[src/rtl/boid_raster_scheduler.sv]
// boid_raster_scheduler: snapshots CPU boid slots each frame and rasterizes square sprites into display RAM
module boid_raster_scheduler #(
    parameter  int MAX_BOIDS    = 32,
    parameter  int SPRITE_SIZE  = 2,
    parameter  int VIDEO_WIDTH  = 640,
    parameter  int VIDEO_HEIGHT = 480,
    parameter  int ADDR_WIDTH   = 19,
    localparam int IDX_W        = $clog2(MAX_BOIDS)
) (
    input  logic                  clock,
    input  logic                  resetn,
    input  logic                  cpu_we,
    input  logic [IDX_W-1:0]      cpu_idx,
    input  logic [9:0]            cpu_x,
    input  logic [8:0]            cpu_y,
    input  logic                  cpu_valid,
    input  logic                  frame_end,
    output logic                  pix_we,
    output logic [ADDR_WIDTH-1:0] pix_addr,
    input  logic                  pix_ready,
    output logic                  buf_sel,
    output logic                  clear_req,
    output logic                  busy,
    output logic [7:0]            overrun_cnt
);
    localparam int               S_W    = SPRITE_SIZE > 1 ? $clog2(SPRITE_SIZE) : 1;
    localparam logic [10:0]      W_LIM  = 11'(VIDEO_WIDTH);
    localparam logic [9:0]       H_LIM  = 10'(VIDEO_HEIGHT);
    localparam logic [S_W-1:0]   S_LAST = S_W'(SPRITE_SIZE - 1);
    localparam logic [IDX_W-1:0] I_LAST = IDX_W'(MAX_BOIDS - 1);

    typedef enum logic [1:0] {IDLE, CLEAR, SCAN, DONE} state_t;
    state_t state, state_nx;

    logic             live_v [MAX_BOIDS];
    logic [9:0]       live_x [MAX_BOIDS];
    logic [8:0]       live_y [MAX_BOIDS];
    logic             sh_v   [MAX_BOIDS];
    logic [9:0]       sh_x   [MAX_BOIDS];
    logic [8:0]       sh_y   [MAX_BOIDS];
    logic [IDX_W-1:0] idx;
    logic [S_W-1:0]   dx, dy;
    logic [10:0]      px;
    logic [9:0]       py;
    logic             start, skip, clip, last_px, step;

    assign start = state == IDLE && frame_end;

    // Current sprite pixel: position, visibility, and whether the scan may advance this cycle
    always_comb begin
        px      = {1'b0, sh_x[idx]} + 11'(dx);
        py      = {1'b0, sh_y[idx]} + 10'(dy);
        skip    = !sh_v[idx] || {1'b0, sh_x[idx]} >= W_LIM || {1'b0, sh_y[idx]} >= H_LIM;
        clip    = px >= W_LIM || py >= H_LIM;
        last_px = skip || (dx == S_LAST && dy == S_LAST);
        step    = state == SCAN && (skip || clip || pix_ready);
    end

    // CPU-writable live bank, updated in every state
    always_ff @(posedge clock or negedge resetn) begin
        if (!resetn) begin
            for (int i = 0; i < MAX_BOIDS; i++) begin
                live_v[i] <= 1'b0;
                live_x[i] <= '0;
                live_y[i] <= '0;
            end
        end else if (cpu_we) begin
            live_v[cpu_idx] <= cpu_valid;
            live_x[cpu_idx] <= cpu_x;
            live_y[cpu_idx] <= cpu_y;
        end
    end

    // Shadow bank frozen at frame start; a same-cycle CPU write bypasses into the snapshot
    always_ff @(posedge clock or negedge resetn) begin
        if (!resetn) begin
            for (int i = 0; i < MAX_BOIDS; i++) begin
                sh_v[i] <= 1'b0;
                sh_x[i] <= '0;
                sh_y[i] <= '0;
            end
        end else if (start) begin
            for (int i = 0; i < MAX_BOIDS; i++) begin
                sh_v[i] <= cpu_we && cpu_idx == IDX_W'(i) ? cpu_valid : live_v[i];
                sh_x[i] <= cpu_we && cpu_idx == IDX_W'(i) ? cpu_x : live_x[i];
                sh_y[i] <= cpu_we && cpu_idx == IDX_W'(i) ? cpu_y : live_y[i];
            end
        end
    end

    // FSM state register
    always_ff @(posedge clock or negedge resetn) begin
        if (!resetn) state <= IDLE;
        else state <= state_nx;
    end

    // FSM next state: one CLEAR cycle, SCAN until the last boid retires, one DONE cycle
    always_comb begin
        state_nx = state;
        if (start) state_nx = CLEAR;
        else if (state == CLEAR) state_nx = SCAN;
        else if (step && last_px && idx == I_LAST) state_nx = DONE;
        else if (state == DONE) state_nx = IDLE;
    end

    // FSM outputs; pixel channel is driven purely from held state so it stays stable under backpressure
    always_comb begin
        busy      = state != IDLE;
        clear_req = state == CLEAR;
        pix_we    = state == SCAN && !skip && !clip;
        pix_addr  = pix_we ? ADDR_WIDTH'(py) * ADDR_WIDTH'(VIDEO_WIDTH) + ADDR_WIDTH'(px) : '0;
    end

    // Scan indices (dy outer, dx inner), bank toggle and saturating overrun counter
    always_ff @(posedge clock or negedge resetn) begin
        if (!resetn) begin
            idx         <= '0;
            dx          <= '0;
            dy          <= '0;
            buf_sel     <= 1'b0;
            overrun_cnt <= '0;
        end else begin
            if (start) buf_sel <= ~buf_sel;
            if (frame_end && busy && overrun_cnt != 8'hFF) overrun_cnt <= overrun_cnt + 8'd1;
            if (state == CLEAR) begin
                idx <= '0;
                dx  <= '0;
                dy  <= '0;
            end else if (step) begin
                dx  <= last_px || dx == S_LAST ? '0 : dx + 1'b1;
                dy  <= last_px ? '0 : dx == S_LAST ? dy + 1'b1 : dy;
                idx <= last_px ? idx + 1'b1 : idx;
            end
        end
    end
endmodule

[config.mk]
export PLATFORM = sky130hd
export DESIGN_NAME = boid_raster_scheduler
export DESIGN_NICKNAME = d
export VERILOG_FILES = /design/src/rtl/boid_raster_scheduler.sv
export SDC_FILE = /design/constraint.sdc
export NUM_CORES = 2
export LEC_CHECK = 0
export BUFFER_PORTS_ARGS = -buffer_cell sky130_fd_sc_hd__buf_2
export CELL_PAD_IN_SITES_DETAIL_PLACEMENT = 0
export CELL_PAD_IN_SITES_GLOBAL_PLACEMENT = 1
export CORE_UTILIZATION = 51
export CTS_CLUSTER_DIAMETER = 30
export DETAILED_ROUTE_END_ITERATION = 6
export PLACE_DENSITY_LB_ADDON = 0.1
export RECOVER_POWER = 100
export SYNTH_ARGS = -nofsm -noshare
export SYNTH_HDL_FRONTEND = slang
export SYNTH_SLANG_ARGS = --single-unit
[constraint.sdc]
create_clock -name clock -period 8 [get_ports clock]
set_input_delay 0.4 -clock clock [delete_from_list [all_inputs] [get_ports clock]]
set_output_delay 0.4 -clock clock [all_outputs]
set_load 0.005 [all_outputs]
==> impl_metrics.ini <==
[floorplanning]
placementRows = 119
die-area_um2 = 108700
die_height_um = 329.7
core_area_um2 = 105900
start_util = 0.5174
ios = 61
fp.dieW_um = 329.7

[placement]
io_buffers = 60
placed_area_um2 = 56500
post-dp-hpwl_um = 81530
dp_cells = 4731
gp_congestion = 0.8320
place_ws_ps = 1324

[pwr]
pwr_density_cell_nw_per_um2 = 440.1
ir_worst_vdd_mv = 0.2295
p_total_uw = 29230
leakagePower_uw = 0.03038

[sta]
fin_tns_setup_ps = 0
slew_headroom = -2.176
worst-slew-pin-transition_ps = 4765
setup_viol_count_final = 0
min_period_over_period = 0.9504
final_max_slew_viol_count = 2248
rsz0062_at_grt = false
skew_ps = 40.82
fmax_ghz = 0.1315
period_needed_ps = 7603
setup_ws_ps = 397.0
finalHoldViolations = 0

[logic_synthesis]
synth_nets = 3529
async_reset_ff_frac = 1.000
synth_area_leaders = dfrtp_1 59%, mux2_2 27%, mux4_2 5.8%
syn_area_um2 = 54780
synth.distinct_cells = 74
synth_common_cells = 1298 x dfrtp_1, 1292 x mux2_2, 189 x clkbuf_1
synthFlopType = dfrtp_1
synth.ff_latch_count = 1298
ys_warn_count = 0
synth_edf_count = 0
yosys.area_share.adder = 0.006441
synthMuxAreaShare = 0.3368
yosys.area.top_type_share = 0.5930
seq_area_frac_synth = 0.5930
yosysTopAreaCell = dfrtp_1
synthXorXnorAreaFrac = 0.006236
syn_avg_cell_area_um2 = 15.78
synth_top_family_by_area = multiplexers
synth-compound-area-share = 0.01706
synth_cells = 3472
synth.most_common_cell = dfrtp_1
synthSimpleGateAreaFrac = 0.01795

[critical_path]
max_stage_delay_ps = 960
worstPathArrival_ps = 7200
critPathLaunchType = flop
critPathKind = flop to output pin
cp_data_required_time_ps = 7600
cp_cell_sequence = buf_12 > mux4_2 > a22o_1 > a211oi_1 > a31oi_1 > and3_1 > and2_0 > xnor2_1 > ha_1 > ha_1 > a21o_1 > a21oi_1 > o21bai_1 > a21oi_1 > xnor2_1 > nand4_1 > mux2_2 > o311a_1 > a21oi_1 > clkbuf_1
crit_family = compound AO/OA/AOI/OAI gates
crit_path_frequent_cell = a21oi_1
cp.depth = 20
end_kind = output pin
cp_max_fo = 44
rr_worst_depth = 5
worst-path-buf-inv = 2
cpMaxStageDelayCell = dfrtp_4

[clocking]
cts_hold_buf = 2
cts_tree = yes
cts-resized-gates = 0
clock_sinks = 1298
clk_path_buf_depth = 4
h-tree-depth = 5
clock_latency_ps = 870
clkTransAtPathRegs_ps = 50
root_buffer = clkbuf_16
cts_made_buffers = 294
post_cts_buffers = 0

[routing]
avgViaCountPerCell = 5.897
routed_wl_um = 144700
detail_route.wl_per_cell_um = 27.56
drc = 0
final_antenna_net_count = 0
vias = 30960
drt_pass1_iterations = 6
drt-initial-drc-count = 1939

[global_route]
antenna_found_initial = 13
grt_max_degree = 197
grtUsageTotal = 0.2736
grt_pass1_vias = 33770
grt_overflow = 0
grt_pass1_wl_um = 217500

[outcome]
run_status = complete, but fails checks
violations = max-capacitance violations, max-slew violations

[hold_path]
hold_path_class = primary input to async pin

[layout]
drive_above_1_share = 0.4448
instances_no_fill = 5250
finalNetCount = 3695
fillCellCount = 7617
areaGrowthSynthToFinish_pct = 21.26
finalInstanceArea_um2 = 66420

[run]
cap_violations = 50
[final timing paths]
kind | from | end | slack [ps]
min reg2reg | buf_sel | buf_sel | 470
max reg2reg | state[0] | sh_y[140] | 670
min in group clock | cpu_idx[0] | live_x[78] | 180
max | idx[0] | pix_addr[18] | 400
min | resetn | sh_x[73] | 160
max in group asynchronous | resetn | idx[2] | 2660
[registers in the layout (all words and copies together) (netlist names)]
signal and count:
live_x 320, sh_x 320, live_y 288, sh_y 288, live_v 32, sh_v 32, overrun_cnt 8, idx 5
state 2, buf_sel 1, dx 1, dy 1
[final cells by class]
type | instances | area (um^2) | area share
Antenna cell | 1 | 2.502 | 0.00003767
Sequential cell | 1298 | 32490 | 0.4892
Multi-Input combinational cell | 1895 | 21100 | 0.3177
Clock buffer | 369 | 8123 | 0.1223
Timing Repair Buffer | 128 | 711.9 | 0.01072
Clock inverter | 147 | 2166 | 0.03261
Inverter | 21 | 81.33 | 0.001224
Tap cell | 1391 | 1740 | 0.02620
[where the power goes]
group	switching, uW	internal (uW)
registers	1130	8770
clock network	3690	8660
logic	3280	3700
total	8100	21100
[routing by layer]
metal / routed length, um / track usage
met1: 66060 / 0.3891
met2: 66450 / 0.4116
met5: 60 / 0
met4: 4336 / 0.1070
met3: 7775 / 0.05999
[metrics by stage]
step / util / hold slack (ps)
2_1_floorplan: - / 104.4
3_3_place_gp: 0.5337 / 444.7
3_5_place_dp: 0.5337 / 456.9
4_1_cts: 0.6311 / 170.3
5_1_grt: 0.6274 / 196.1
6_report: 0.6274 / 160.7
[cell families (layout without fill, tap and decap cells)]
family | after synthesis | in the layout
XOR/XNOR | 39 | 39
buffers and inverters | 279 | 665
multiplexers | 1503 | 1503
adder cells (fa/ha/maj) | 27 | 27
AND/OR/NAND/NOR | 196 | 196
other | 0 | 1
flip-flops | 1298 | 1298
AO/OA/AOI/OAI | 130 | 130
[placed cells by master, fill, tap and decap left out, types with 10 or more instances in the layout]
cell type   instances
dfrtp_1          1293
mux2_2            984
mux2_1            310
clkbuf_16         297
mux4_2            141
clkbuf_1           85
mux2i_1            67
nand2_1            48
clkinv_2           47
bufinv_16          47
nor2_1             44
clkbuf_8           42
buf_2              33
clkinvlp_4         29
xnor2_1            28
ha_1               25
a21oi_1            24
nand3_1            21
buf_4              19
inv_1              18
a22oi_1            15
o211ai_1           11
o22ai_1            11
xor2_1             11
clkbuf_2           11
and3_1             10
nand2_2            10
[worst register-to-register path, stage by stage, from the launching register on]
cell and delay (ps):
dfrtp_1 490, nor2_1 400, and2_0 2950, clkbuf_1 1690, clkbuf_4 1200, mux2_2 460
No activity file was read; power rests on OpenSTA's default activity.
